File: config.mk
export PLATFORM = sky130hd
export DESIGN_NAME = mem_arbiter_flat
export DESIGN_NICKNAME = d
export VERILOG_FILES = /design/src/rtl/mem_arb_pkg.sv /design/src/rtl/mem_arbiter_if.sv /design/src/rtl/mem_watchdog.sv /design/src/rtl/mem_arbiter.sv /design/src/flat_wrapper.sv
export SDC_FILE = /design/constraint.sdc
export NUM_CORES = 1
export LEC_CHECK = 0
export ABC_CLOCK_PERIOD_IN_PS = 2200
export CELL_PAD_IN_SITES_DETAIL_PLACEMENT = 1
export CELL_PAD_IN_SITES_GLOBAL_PLACEMENT = 1
export CORE_MARGIN = 1.5
export CORE_UTILIZATION = 32
export DETAILED_ROUTE_END_ITERATION = 10
export PLACE_DENSITY_LB_ADDON = 0.1
export SLEW_MARGIN = 20
export SYNTH_ARGS = -nofsm -noshare
export SYNTH_HDL_FRONTEND = slang
export SYNTH_SLANG_ARGS = --single-unit
File: constraint.sdc
create_clock -name clk -period 2.2 [get_ports clk]
set_input_delay 0.44 -clock clk [delete_from_list [all_inputs] [get_ports clk]]
set_output_delay 0.44 -clock clk [all_outputs]
set_load 0.1 [all_outputs]
File: src/rtl/mem_arb_pkg.sv
// Shared types and default sizes for the memory-port arbiter.
package mem_arb_pkg;

  localparam int unsigned ADDR_W  = 16;
  localparam int unsigned DATA_W  = 16;
  localparam int unsigned TIMEOUT = 15;

  localparam logic REQ_IF = 1'b0;
  localparam logic REQ_EX = 1'b1;

  typedef enum logic [2:0] {
    IDLE,
    ADDR,
    ACCESS,
    XFER,
    RESP
  } state_t;

  // Request captured from the winning requester in IDLE
  typedef struct packed {
    logic              id;
    logic              we;
    logic [ADDR_W-1:0] addr;
    logic [DATA_W-1:0] wdata;
  } req_t;

endpackage

File: src/rtl/mem_arbiter_if.sv
// Requester handshakes plus the MAR/MDR/memory strobe bundle.
// master: IF/EX controllers and memory side; slave: the arbiter.
interface mem_arbiter_if;
  import mem_arb_pkg::*;

  logic              if_req;
  logic [ADDR_W-1:0] if_addr;
  logic              if_ack;
  logic              ex_req;
  logic              ex_we;
  logic [ADDR_W-1:0] ex_addr;
  logic [DATA_W-1:0] ex_wdata;
  logic              ex_ack;
  logic [DATA_W-1:0] rdata;
  logic [ADDR_W-1:0] mar_addr;
  logic              marIn;
  logic [DATA_W-1:0] mdr_wdata;
  logic              mdrIn;
  logic              memEN;
  logic              RW;
  logic              MFC;
  logic [DATA_W-1:0] mem_rdata;
  logic              mdReadEN;
  logic              mdrOut;
  logic              busy;
  logic              timeout_err;

  modport master (
    output if_req, if_addr, ex_req, ex_we, ex_addr, ex_wdata, MFC, mem_rdata,
    input  if_ack, ex_ack, rdata, mar_addr, marIn, mdr_wdata, mdrIn, memEN, RW,
           mdReadEN, mdrOut, busy, timeout_err
  );

  modport slave (
    input  if_req, if_addr, ex_req, ex_we, ex_addr, ex_wdata, MFC, mem_rdata,
    output if_ack, ex_ack, rdata, mar_addr, marIn, mdr_wdata, mdrIn, memEN, RW,
           mdReadEN, mdrOut, busy, timeout_err
  );

endinterface

File: src/rtl/mem_watchdog.sv
// Counts consecutive ACCESS cycles; done_c flags the LIMIT-th one.
module mem_watchdog
  import mem_arb_pkg::*;
#(
  parameter int unsigned LIMIT = TIMEOUT
) (
  input  logic clk,
  input  logic rst,
  input  logic en,
  output logic done_c
);

  localparam int unsigned CNT_W = (LIMIT > 1) ? $clog2(LIMIT) : 1;

  logic [CNT_W-1:0] count;

  // Cycle counter, cleared whenever the FSM is not in ACCESS
  always_ff @(posedge clk or posedge rst) begin
    if (rst) begin
      count <= '0;
    end else if (!en) begin
      count <= '0;
    end else if (count != CNT_W'(LIMIT - 1)) begin
      count <= count + CNT_W'(1);
    end
  end

  assign done_c = en && (count == CNT_W'(LIMIT - 1));

endmodule

File: src/rtl/mem_arbiter.sv
// Shares the single MAR/MDR memory port between instruction fetch and
// execute load/store. One access at a time, EX-priority with alternation.
// Optional: define MEM_TIMEOUT_EN to abort ACCESS after TIMEOUT cycles
// without MFC (ack with timeout_err and all-ones read data).
module mem_arbiter
  import mem_arb_pkg::*;
(
  input  logic         clk,
  input  logic         rst,
  mem_arbiter_if.slave bus
);

  state_t            state, state_d;
  req_t              req_q, req_d;
  logic              last_ex, last_ex_d;
  logic [DATA_W-1:0] rdata, rdata_d;
  logic              mar_in, mar_in_d;
  logic              mdr_in, mdr_in_d;
  logic              mem_en, mem_en_d;
  logic              rw, rw_d;
  logic              md_read_en, md_read_en_d;
  logic              mdr_out, mdr_out_d;
  logic              if_ack, if_ack_d;
  logic              ex_ack, ex_ack_d;
  logic              busy, busy_d;
  logic              timeout_err, timeout_err_d;
  logic              access_c;
  logic              wd_done_c;

  assign access_c = (state == ACCESS);

`ifdef MEM_TIMEOUT_EN
  mem_watchdog #(.LIMIT(TIMEOUT)) u_watchdog (
    .clk    (clk),
    .rst    (rst),
    .en     (access_c),
    .done_c (wd_done_c)
  );
`else
  assign wd_done_c = 1'b0;
`endif

  // State register
  always_ff @(posedge clk or posedge rst) begin
    if (rst) begin
      state <= IDLE;
    end else begin
      state <= state_d;
    end
  end

  // Next state, next strobe values and request capture
  always_comb begin
    state_d       = state;
    req_d         = req_q;
    last_ex_d     = last_ex;
    rdata_d       = rdata;
    mar_in_d      = 1'b0;
    mdr_in_d      = 1'b0;
    mem_en_d      = 1'b0;
    rw_d          = 1'b0;
    md_read_en_d  = 1'b0;
    mdr_out_d     = 1'b0;
    if_ack_d      = 1'b0;
    ex_ack_d      = 1'b0;
    timeout_err_d = 1'b0;

    case (state)
      IDLE: begin
        // EX normally wins; after an EX grant a pending fetch goes first
        if (bus.ex_req && !(last_ex && bus.if_req)) begin
          req_d = '{id: REQ_EX, we: bus.ex_we, addr: bus.ex_addr, wdata: bus.ex_wdata};
        end else if (bus.if_req) begin
          req_d = '{id: REQ_IF, we: 1'b0, addr: bus.if_addr, wdata: req_q.wdata};
        end
        if (bus.ex_req || bus.if_req) begin
          state_d  = ADDR;
          mar_in_d = 1'b1;
          mdr_in_d = req_d.we;
        end
      end
      ADDR: begin
        state_d  = ACCESS;
        mem_en_d = 1'b1;
        rw_d     = ~req_q.we;
      end
      ACCESS: begin
        if (bus.MFC) begin
          state_d      = XFER;
          md_read_en_d = ~req_q.we;
        end else if (wd_done_c) begin
          state_d       = RESP;
          if_ack_d      = (req_q.id == REQ_IF);
          ex_ack_d      = (req_q.id == REQ_EX);
          timeout_err_d = 1'b1;
          rdata_d       = '1;
        end else begin
          mem_en_d = 1'b1;
          rw_d     = ~req_q.we;
        end
      end
      XFER: begin
        state_d  = RESP;
        if_ack_d = (req_q.id == REQ_IF);
        ex_ack_d = (req_q.id == REQ_EX);
        if (!req_q.we) begin
          mdr_out_d = 1'b1;
          rdata_d   = bus.mem_rdata;
        end
      end
      RESP: begin
        state_d   = IDLE;
        last_ex_d = (req_q.id == REQ_EX);
      end
      default: state_d = IDLE;
    endcase

    busy_d = (state_d != IDLE);
  end

  // Registered outputs, latched request and last-grant flag
  always_ff @(posedge clk or posedge rst) begin
    if (rst) begin
      req_q       <= '0;
      last_ex     <= 1'b0;
      rdata       <= '0;
      mar_in      <= 1'b0;
      mdr_in      <= 1'b0;
      mem_en      <= 1'b0;
      rw          <= 1'b0;
      md_read_en  <= 1'b0;
      mdr_out     <= 1'b0;
      if_ack      <= 1'b0;
      ex_ack      <= 1'b0;
      busy        <= 1'b0;
      timeout_err <= 1'b0;
    end else begin
      req_q       <= req_d;
      last_ex     <= last_ex_d;
      rdata       <= rdata_d;
      mar_in      <= mar_in_d;
      mdr_in      <= mdr_in_d;
      mem_en      <= mem_en_d;
      rw          <= rw_d;
      md_read_en  <= md_read_en_d;
      mdr_out     <= mdr_out_d;
      if_ack      <= if_ack_d;
      ex_ack      <= ex_ack_d;
      busy        <= busy_d;
      timeout_err <= timeout_err_d;
    end
  end

  assign bus.mar_addr    = req_q.addr;
  assign bus.mdr_wdata   = req_q.wdata;
  assign bus.rdata       = rdata;
  assign bus.marIn       = mar_in;
  assign bus.mdrIn       = mdr_in;
  assign bus.memEN       = mem_en;
  assign bus.RW          = rw;
  assign bus.mdReadEN    = md_read_en;
  assign bus.mdrOut      = mdr_out;
  assign bus.if_ack      = if_ack;
  assign bus.ex_ack      = ex_ack;
  assign bus.busy        = busy;
  assign bus.timeout_err = timeout_err;

endmodule

File: src/flat_wrapper.sv
// flat-port wrapper written by rule: the top's interface ports become plain ports
module mem_arbiter_flat import mem_arb_pkg::*;
  (clk, rst, bus_if_req, bus_if_addr, bus_ex_req, bus_ex_we, bus_ex_addr, bus_ex_wdata, bus_MFC, bus_mem_rdata, bus_if_ack, bus_ex_ack, bus_rdata, bus_mar_addr, bus_marIn, bus_mdr_wdata, bus_mdrIn, bus_memEN, bus_RW, bus_mdReadEN, bus_mdrOut, bus_busy, bus_timeout_err);
  mem_arbiter_if bus_i ();
  input  logic clk;
  input  logic rst;
  input wire logic [$bits(bus_i.if_req)-1:0] bus_if_req;
  input wire logic [$bits(bus_i.if_addr)-1:0] bus_if_addr;
  input wire logic [$bits(bus_i.ex_req)-1:0] bus_ex_req;
  input wire logic [$bits(bus_i.ex_we)-1:0] bus_ex_we;
  input wire logic [$bits(bus_i.ex_addr)-1:0] bus_ex_addr;
  input wire logic [$bits(bus_i.ex_wdata)-1:0] bus_ex_wdata;
  input wire logic [$bits(bus_i.MFC)-1:0] bus_MFC;
  input wire logic [$bits(bus_i.mem_rdata)-1:0] bus_mem_rdata;
  output wire logic [$bits(bus_i.if_ack)-1:0] bus_if_ack;
  output wire logic [$bits(bus_i.ex_ack)-1:0] bus_ex_ack;
  output wire logic [$bits(bus_i.rdata)-1:0] bus_rdata;
  output wire logic [$bits(bus_i.mar_addr)-1:0] bus_mar_addr;
  output wire logic [$bits(bus_i.marIn)-1:0] bus_marIn;
  output wire logic [$bits(bus_i.mdr_wdata)-1:0] bus_mdr_wdata;
  output wire logic [$bits(bus_i.mdrIn)-1:0] bus_mdrIn;
  output wire logic [$bits(bus_i.memEN)-1:0] bus_memEN;
  output wire logic [$bits(bus_i.RW)-1:0] bus_RW;
  output wire logic [$bits(bus_i.mdReadEN)-1:0] bus_mdReadEN;
  output wire logic [$bits(bus_i.mdrOut)-1:0] bus_mdrOut;
  output wire logic [$bits(bus_i.busy)-1:0] bus_busy;
  output wire logic [$bits(bus_i.timeout_err)-1:0] bus_timeout_err;
  assign bus_i.if_req = bus_if_req;
  assign bus_i.if_addr = bus_if_addr;
  assign bus_i.ex_req = bus_ex_req;
  assign bus_i.ex_we = bus_ex_we;
  assign bus_i.ex_addr = bus_ex_addr;
  assign bus_i.ex_wdata = bus_ex_wdata;
  assign bus_i.MFC = bus_MFC;
  assign bus_i.mem_rdata = bus_mem_rdata;
  assign bus_if_ack = bus_i.if_ack;
  assign bus_ex_ack = bus_i.ex_ack;
  assign bus_rdata = bus_i.rdata;
  assign bus_mar_addr = bus_i.mar_addr;
  assign bus_marIn = bus_i.marIn;
  assign bus_mdr_wdata = bus_i.mdr_wdata;
  assign bus_mdrIn = bus_i.mdrIn;
  assign bus_memEN = bus_i.memEN;
  assign bus_RW = bus_i.RW;
  assign bus_mdReadEN = bus_i.mdReadEN;
  assign bus_mdrOut = bus_i.mdrOut;
  assign bus_busy = bus_i.busy;
  assign bus_timeout_err = bus_i.timeout_err;
  mem_arbiter u_core (.clk(clk), .rst(rst), .bus(bus_i));
endmodule
==> impl_metrics.env <==
export IMPL_status="completed"
export IMPL_crit_path_max_fanout=17
export IMPL_cts_buffers=9
export IMPL_finalClockSkew_ns=0.00963
export IMPL_layout_drive_gt1_share=0.413
export IMPL_antenna_left=0
export IMPL_max_stage_delay_ns=0.47
export IMPL_critPathKind="flip-flop to flip-flop"
export IMPL_rsz0062_at_grt="no"
export IMPL_cts_sinks=63
export IMPL_clkSlewWorstSetupHoldPaths_ns=0.07
export IMPL_ys_seq_area_frac=0.557
export IMPL_hold_violations=0
export IMPL_clk_latency_ns=0.33
export IMPL_critical_path_slowest_cell="dfrtp_1"
export IMPL_cts_tree="yes"
export IMPL_cp_cell_sequence="nand3b_1 > nor2_4 > mux2_2"
export IMPL_worst_pin_slew_ns=0.518
export IMPL_ys_types=28
export IMPL_detailed_place_hpwl_um=5020
export IMPL_crit_buf_inv=0
export IMPL_postPlaceCellArea_um2=3880
export IMPL_drtPass1Iterations=4
export IMPL_core_um2=8640
export IMPL_grt_usage=0.149
export IMPL_r2r_start="u_core.state[2]"
export IMPL_tns_ns=0
export IMPL_cts_root_buffer="clkbuf_8"
export IMPL_first_global_vias=2118
export IMPL_synth_top_area_frac=0.557
export IMPL_io_buffers=126
export IMPL_htreeDepth=3
export IMPL_ctsHoldBuffers=0
export IMPL_reg2reg_to="u_core.bus.rdata[14]"
export IMPL_fill_cells=895
export IMPL_cp_end_kind="flip-flop"
export IMPL_drt_initial_drc_count=24
export IMPL_initial_core_util=0.328
export IMPL_cp_arrival_ns=1.95
export IMPL_fin_crit_sh=0.789
export IMPL_syn_area_um2=2830
export IMPL_stdcell_area_um2=4080
export IMPL_layout_area_seq_um2=1580
export IMPL_via_count=1928
export IMPL_synth_area_leaders="dfrtp_1 56%, mux2_2 13%, buf_4 9.0%"
export IMPL_antenna_cells=0
export IMPL_gp_congestion=0.702
export IMPL_drc=0
export IMPL_utilization=0.473
export IMPL_die_h_um=97.0
export IMPL_slew_viol_final=0
export IMPL_synthCells=199
export IMPL_ys_ff_latch=63
export IMPL_nets=375
export IMPL_drv_cap=0
export IMPL_cp_top_family="simple AND/OR/NAND/NOR gates"
export IMPL_rows=34
export IMPL_slew_limit_headroom=0.654
export IMPL_grt_max_degree=32
export IMPL_rrSetupSlack_ns=0.46
export IMPL_crit_path_start_kind="flip-flop"
export IMPL_dieArea_um2=9420
export IMPL_antenna_found_initial=0
export IMPL_final_setup_viol_count=0
export IMPL_ios=128
export IMPL_totalWireLength_um=6700
export IMPL_cp_data_required_time_ns=2.41
export IMPL_min_path_type="input pin to asynchronous set/reset pin"
export IMPL_yosysWarnings=0
export IMPL_reg2reg_depth=3
export IMPL_multi_input_area_um2=926
export IMPL_whs_ns=0.417
export IMPL_synth_avg_cell_area_um2=14.2
export IMPL_grt_pass1_wl_um=11100
export IMPL_period_minus_slack_ns=1.74
export IMPL_routed_via_density=4.61
export IMPL_gr_total_overflow=0
export IMPL_area_delta_synth_final_pct=44.3
export IMPL_syn_nets=269
export IMPL_post_cts_resized=0
export IMPL_cts_setup_buffers=0
export IMPL_clk_path_buf_depth=2
export IMPL_die_w_um=97.0
export IMPL_wire_per_inst_um=16.0
export IMPL_max_freq_ghz=0.576
export IMPL_yosysTopAreaCell="dfrtp_1"
worst max path at each step:
stage                         start                     end  slack [ns]  cells after the start
global placement         bus_if_req  u_core.bus.mar_addr[8]        0.27                      5
CTS                 u_core.state[2]    u_core.bus.rdata[14]        0.42                      3
global route        u_core.state[2]    u_core.bus.rdata[11]        0.36                      3
finish              u_core.state[2]    u_core.bus.rdata[14]        0.46                      3
detailed placement       bus_if_req  u_core.bus.mar_addr[7]        0.21                      5
floorplan                       rst           u_core.bus.RW        0.19                      1
cells in the mapped netlist:
master / number
a21boi_4: 1
a21oi_1: 2
a22o_1: 1
a32o_1: 16
and2_1: 1
buf_2: 4
buf_4: 34
buf_6: 3
clkbuf_1: 1
conb_1: 1
dfrtp_1: 63
inv_1: 4
mux2_1: 9
mux2_2: 32
mux2_4: 8
nand2_1: 2
nand2_4: 1
nand2b_1: 3
nand3b_1: 1
nor2_1: 4
nor2_4: 1
nor2b_1: 1
nor3_4: 1
o21ai_0: 1
o21ai_2: 1
o2bb2ai_1: 1
or3b_2: 1
or4bb_1: 1
through the flow:
stage          worst slack, ns  cells
5_1_grt                  0.359    418
6_report                 0.465    418
3_3_place_gp             0.270    402
4_1_cts                  0.424    418
3_5_place_dp             0.210    402
2_1_floorplan            0.190    199
cell usage in the layout, fill, tap and decap left out, types with 2 or more instances in the layout:
cell type,netlist,final
mux2_1,9,9
mux2_2,32,32
clkdlybuf4s50_1,0,69
nor2_1,4,4
inv_1,4,3
a32o_1,16,16
bufinv_16,0,2
nand2_1,2,2
clkbuf_8,0,9
buf_4,34,66
clkbuf_1,1,3
nand2b_1,3,3
a21oi_1,2,2
clkinv_2,0,2
dfrtp_1,63,63
mux2_4,8,8
buf_12,0,2
cells by family (layout without fill, tap and decap cells):
family,Yosys count,count (layout),share of synthesized area
buf+inv,46,157,0.116
flops,63,63,0.557
other cells,1,1,0.00132
simple gates,17,17,0.0424
compound gates,23,23,0.0778
mux,49,49,0.206
routing by layer:
layer / up-vias / routed length [µm] / GRT usage
li1: 880 / - / -
met1: 974 / 2960 / 0.191
met3: 8 / 432 / 0.0434
met2: 66 / 3220 / 0.239
met5: - / 0 / 0
met4: 0 / 86 / 0.0569
sequential cells by signal, summed over array words and instances (netlist names):
signal and flops:
u_core.bus.RW 1, u_core.bus.busy 1, u_core.bus.ex_ack 1, u_core.bus.if_ack 1, u_core.bus.marIn 1, u_core.bus.mar_addr 16, u_core.bus.mdReadEN 1, u_core.bus.mdrIn 1
u_core.bus.mdrOut 1, u_core.bus.mdr_wdata 16, u_core.bus.memEN 1, u_core.bus.rdata 16, u_core.last_ex 1, u_core.req_q 2, u_core.state 3
area by class of cell:
cell class | count | share of cell area
clock buffers | 12 | 0.0331
clock inverters | 4 | 0.0172
inverters | 4 | 0.00368
multi-input cells | 90 | 0.227
flip-flops and latches | 63 | 0.386
well taps | 108 | 0.0331
repair buffers | 137 | 0.300
Power is not shown: default switching activity piles up to over one toggle a cycle in this logic, so the estimate is an artifact.
